--- config.mk ---
export PLATFORM = sky130hd
export DESIGN_NAME = pipe_skid_stage
export DESIGN_NICKNAME = d
export VERILOG_FILES = /design/src/rtl/pipe_skid_stage.sv
export SDC_FILE = /design/constraint.sdc
export NUM_CORES = 1
export LEC_CHECK = 0
export CAP_MARGIN = 20
export CORE_MARGIN = 1.5
export CORE_UTILIZATION = 50
export DETAILED_ROUTE_END_ITERATION = 8
export PLACE_DENSITY = 0.81
export SYNTH_ARGS = -nofsm -noshare
export SYNTH_HDL_FRONTEND = slang
export SYNTH_SLANG_ARGS = --single-unit
export TNS_END_PERCENT = 20
--- constraint.sdc ---
create_clock -name dclk -period 7.2 [get_ports dclk]
set_clock_uncertainty 0.2 [all_clocks]
set_input_delay 2.16 -clock dclk [delete_from_list [all_inputs] [get_ports dclk]]
set_output_delay 2.16 -clock dclk [all_outputs]
set_load 0.02 [all_outputs]
--- src/rtl/pipe_skid_stage.sv ---
// pipe_skid_stage: a generic pipeline stage register with a valid/ready
// handshake and a two-entry skid buffer. Because the buffer has a second
// slot, in_ready_o depends only on the registered state and the stall/bubble
// controls, and never on out_ready_i.
//
// main_q is the head entry and drives out_data_o directly. skid_q is the
// second entry. Each slot holds NOP_VALUE whenever it is empty.
//
// flush_i empties the stage and takes priority over hold_i. hold_i freezes
// all state.
//
// Optional feature, macro PIPE_STAGE_STATS_EN:
//   - When defined, the module has saturating counters for hold cycles and
//     flush events.
//   - When undefined, the two statistics ports are tied to zero.
module pipe_skid_stage #(
  parameter int                 DATA_W    = 76,
  parameter logic [DATA_W-1:0]  NOP_VALUE = {DATA_W{1'b0}},
  parameter int                 CNT_W     = 16
) (
  input  logic              dclk,
  input  logic              rst,
  input  logic              flush_i,
  input  logic              hold_i,
  input  logic              in_valid_i,
  output logic              in_ready_o,
  input  logic [DATA_W-1:0] in_data_i,
  output logic              out_valid_o,
  input  logic              out_ready_i,
  output logic [DATA_W-1:0] out_data_o,
  output logic [1:0]        occupancy_o,
  output logic [CNT_W-1:0]  stat_hold_cnt_o,
  output logic [CNT_W-1:0]  stat_flush_cnt_o
);

  // The encoding equals the number of held entries, so occupancy is the state itself.
  typedef enum logic [1:0] {
    EMPTY = 2'd0,
    ONE   = 2'd1,
    FULL  = 2'd2
  } state_t;

  state_t            state_q, state_d;
  logic [DATA_W-1:0] main_q, main_d;
  logic [DATA_W-1:0] skid_q, skid_d;
  logic              in_fire;
  logic              out_fire;

  assign in_fire  = in_valid_i & in_ready_o;
  assign out_fire = out_valid_o & out_ready_i;
  assign out_data_o = main_q;

  // State and storage registers; reset clears both entries to the NOP payload.
  always_ff @(posedge dclk or posedge rst) begin
    if (rst) begin
      state_q <= EMPTY;
      main_q  <= NOP_VALUE;
      skid_q  <= NOP_VALUE;
    end else begin
      state_q <= state_d;
      main_q  <= main_d;
      skid_q  <= skid_d;
    end
  end

  // Next state and entry movement: flush beats hold, and hold beats any transfer.
  always_comb begin
    state_d = state_q;
    main_d  = main_q;
    skid_d  = skid_q;
    if (flush_i) begin
      state_d = EMPTY;
      main_d  = NOP_VALUE;
      skid_d  = NOP_VALUE;
    end else if (!hold_i) begin
      case (state_q)
        EMPTY: begin
          if (in_fire) begin
            main_d  = in_data_i;
            state_d = ONE;
          end
        end
        ONE: begin
          if (in_fire && out_fire) begin
            main_d = in_data_i;
          end else if (in_fire) begin
            skid_d  = in_data_i;
            state_d = FULL;
          end else if (out_fire) begin
            main_d  = NOP_VALUE;
            state_d = EMPTY;
          end
        end
        FULL: begin
          // in_ready_o is low in FULL, so only a drain can happen here.
          if (out_fire) begin
            main_d  = skid_q;
            skid_d  = NOP_VALUE;
            state_d = ONE;
          end
        end
        default: begin
          state_d = EMPTY;
          main_d  = NOP_VALUE;
          skid_d  = NOP_VALUE;
        end
      endcase
    end
  end

  // Handshake outputs; both are suppressed while a stall or a bubble is requested.
  always_comb begin
    in_ready_o  = (state_q != FULL) & ~hold_i & ~flush_i;
    out_valid_o = (state_q != EMPTY) & ~hold_i & ~flush_i;
    occupancy_o = state_q;
  end

`ifdef PIPE_STAGE_STATS_EN
  logic [CNT_W-1:0] hold_cnt_q;
  logic [CNT_W-1:0] flush_cnt_q;

  // Saturating event counters; only reset clears them.
  always_ff @(posedge dclk or posedge rst) begin
    if (rst) begin
      hold_cnt_q  <= '0;
      flush_cnt_q <= '0;
    end else begin
      if (flush_i && (flush_cnt_q != {CNT_W{1'b1}}))
        flush_cnt_q <= flush_cnt_q + CNT_W'(1);
      if (hold_i && !flush_i && (hold_cnt_q != {CNT_W{1'b1}}))
        hold_cnt_q <= hold_cnt_q + CNT_W'(1);
    end
  end

  assign stat_hold_cnt_o  = hold_cnt_q;
  assign stat_flush_cnt_o = flush_cnt_q;
`else
  assign stat_hold_cnt_o  = '0;
  assign stat_flush_cnt_o = '0;
`endif

endmodule

==> key figures <==
Hold path
  – HP Class: flop to flop

Placement
  – Gpl congestion: 0.8188
  – # placed instances: 1,031
  – DPL Wire Length: approximately 12,000 µm
  – Dpl ws: 1.002 ns
  – PortBufs: 161

Routing
  – Vias: 6,380
  – DRT iter0 DRCs: between 500 and 600
  – Drt total wl: 20,600 µm
  – DRC: 0
  – DR pass1 iterations: 4
  – Detailed-route wire length per cell: 19.38 µm
  – Routed Antenna Nets: 0
  – Via density: 6.002

Status
  – Status: finished clean

Finish
  – Syn-to-layout area delta: 27.99%
  – Non-Filler Instances: 1,063
  – Layout cell share with drive strength beyond 1: under 10%
  – # diodes: 0
  – Post-layout net count: 945

Logic synthesis
  – Post-synth EDFFs: 0
  – Largest area contributor in the netlist: dfrtp_1
  – Post-Syn Instances: 746
  – Post-synth cell types: 28
  – Area share of fa/ha/maj cells after synthesis: 0%
  – Fraction of registers with async set/reset: 100.0%
  – Warnings, synthesis: 0
  – Post-synthesis xor/xnor area fraction: less than 1%
  – Avg Inst Size Synth: just over 10 µm²
  – Seq/Total Area, Yosys: between 40% and 50%
  – Synth Area in Simple Gates: under 10%
  – Primary FF master, synth: dfrtp_1
  – Synth top cells by count: 154 x dfrtp_1, 77 x mux2i_1, 77 x nand3_1, 77 x o21ai_1
  – Count leader, synth: dfrtp_1
  – Synth Area in Compound Gates: 23.02%
  – Share of the synthesized area in the top cell type: 49.73%
  – Main combinational cell family by area after synthesis: compound AO/OA/AOI/OAI gates
  – Post-synthesis sequential element count: 154
  – Synth area leaders: dfrtp_1 50%, mux2i_1 9.9%, a22o_1 8.6%
  – Mux contribution to synthesized area: around a tenth
  – Synthesized area: 7750 µm²

Clock tree
  – Clk root buf: clkbuf_16
  – Clock Latency Late Sink: around 0.42 ns
  – CTS tree: built
  – TritonCTS Sinks: 154
  – Max Root-Sink Buffers: 2
  – CTS Buf Count: 17
  – Post-CTS Resized: 0
  – # hold bufs at CTS: 0
  – Postcts setup bufs: 0
  – Clock Pin Slew Worst Setup and Hold Paths: 0.06 ns
  – H-Tree Level Count: 4

Die
  – Total core area: roughly 15,000 µm²
  – FP Rows: 45
  – Chip height: 127.5 µm
  – Die area: 16,260 µm²
  – DIE WIDTH: 127.5 µm
  – IO Pins: slightly below 200
  – Initial Util: 51.17%

STA
  – RSZ-0062 raised after global routing: false
  – Final worst setup slack: 1.002 ns
  – Setup TNS Final: 0 ns
  – Setup Viol. Count Final: 0
  – Least-Margin Pin Slew: 1.066 ns
  – Max Freq: 161.3 MHz
  – Final Critical Period: 6.198 ns
  – Post-route clock period utilization: 86.09%
  – Final hold vios: 0
  – Max-slew violations: 0
  – Max transition margin: 28.95%

GRT
  – Initial antenna violation count: 0
  – Vias in the first global route: 6,377
  – Overall routing resource usage: about a quarter
  – First-pass GRT wire length: 33,150 µm
  – GR Overflow Total: 0
  – Maximum number of pins on one net before global-route repair: 116

Power and ir drop
  – Static leakage: 3.984 nW
  – Pwr/cell area: 218.5 nW/µm²
  – Max VDD drop: 0.1550 mV

Job
  – Max cap viols: 0

Setup path
  – Critical Path Fanout Max: 7
  – CP Class: primary input to output port
  – Critical path data required time: 4.84 ns
  – CP arrival: 3.84 ns
  – Crit. End Element: output port
  – Worst setup SP type: primary input
[metrics by stage]
stage	hold slack (ns)	power, mW	area (µm²)	util (%)
after floorplan	0.2752	1.147	7866	-
after global placement	0.2868	1.290	9296	61.38
after detailed placement	0.2908	1.297	9311	61.48
after CTS	0.3077	2.177	9892	65.31
after global routing	0.3173	2.249	9920	65.49
final	0.3011	2.167	9920	65.49
[worst max-delay path, cell delays in order]
cell	delay, ns
clkdlybuf4s50_1	0.59
nor2_1	0.28
o21a_1	0.16
clkdlybuf4s50_1	0.65
[cell type report]
class	count	area (µm²)
Sequential cell	154	3859
Multi-Input combinational cell	512	3472
Inverter	3	16.27
Tap cell	188	235.2
Clock buffer	23	488.0
Timing Repair Buffer	175	1757
Fill cell	1164	5226
Clock inverter	8	92.59
[metal layers]
metal  GRT usage (%)  wire length, µm
met5               0                0
met2           42.48            10080
met4           9.024              353
met3           4.816             1134
met1           34.48             9038
[cell families after synthesis]
| group | after synthesis |
|---|---|
| AOI/OAI and AO/OA | 236 |
| and+or+nand+nor | 166 |
| DFF | 154 |
| buffers and inverters | 111 |
| muxes | 77 |
| xor gates and xnor gates | 1 |
| other | 1 |
[registers in the layout, summed over array words and instances (netlist names)]
signal	flops
occupancy_o	2
skid_q	76
out_data_o	76
[cell usage in the layout (no fill, tap or decap), types with 2 or more instances in the layout]
cell,Yosys,final
o2bb2ai_1,76,76
clkbuf_1,43,2
conb_1,1,32
nand2_1,76,76
nand3_1,77,77
nor3_1,2,2
and2_2,0,2
clkinv_2,0,5
bufinv_16,0,2
clkbuf_16,0,17
clkbuf_8,0,4
a22o_1,76,76
dfrtp_1,154,152
nor2_1,3,3
o21ai_1,77,77
clkdlybuf4s50_1,0,161
nor2b_1,4,4
mux2i_1,77,77
buf_4,37,11
[report_power, final]
part	switching, mW	total (mW)	internal (mW)
Clock	0.341	0.883	0.542
Combinational	0.199	0.347	0.148
Sequential	0.0303	0.936	0.906
[worst paths after layout]
kind                            slack [ns]  cells past startpoint                        from                         end
max in group asynchronous             4.08                      3                         rst      skid_q[24]$_DFFE_PP0P_
min in group asynchronous             1.89                      2                         rst  out_data_o[23]$_DFFE_PP0P_
worst max register to register        4.14                      5  occupancy_o[0]$_DFFE_PP0P_      skid_q[70]$_DFFE_PP0P_
worst min-delay path                  0.30                      1   out_data_o[9]$_DFFE_PP0P_   out_data_o[9]$_DFFE_PP0P_
worst min register to register        0.30                      1   out_data_o[9]$_DFFE_PP0P_   out_data_o[9]$_DFFE_PP0P_
worst max-delay path                  1.00                      4                     flush_i                 out_valid_o
Note: power is estimated with default switching activity, not from simulation.
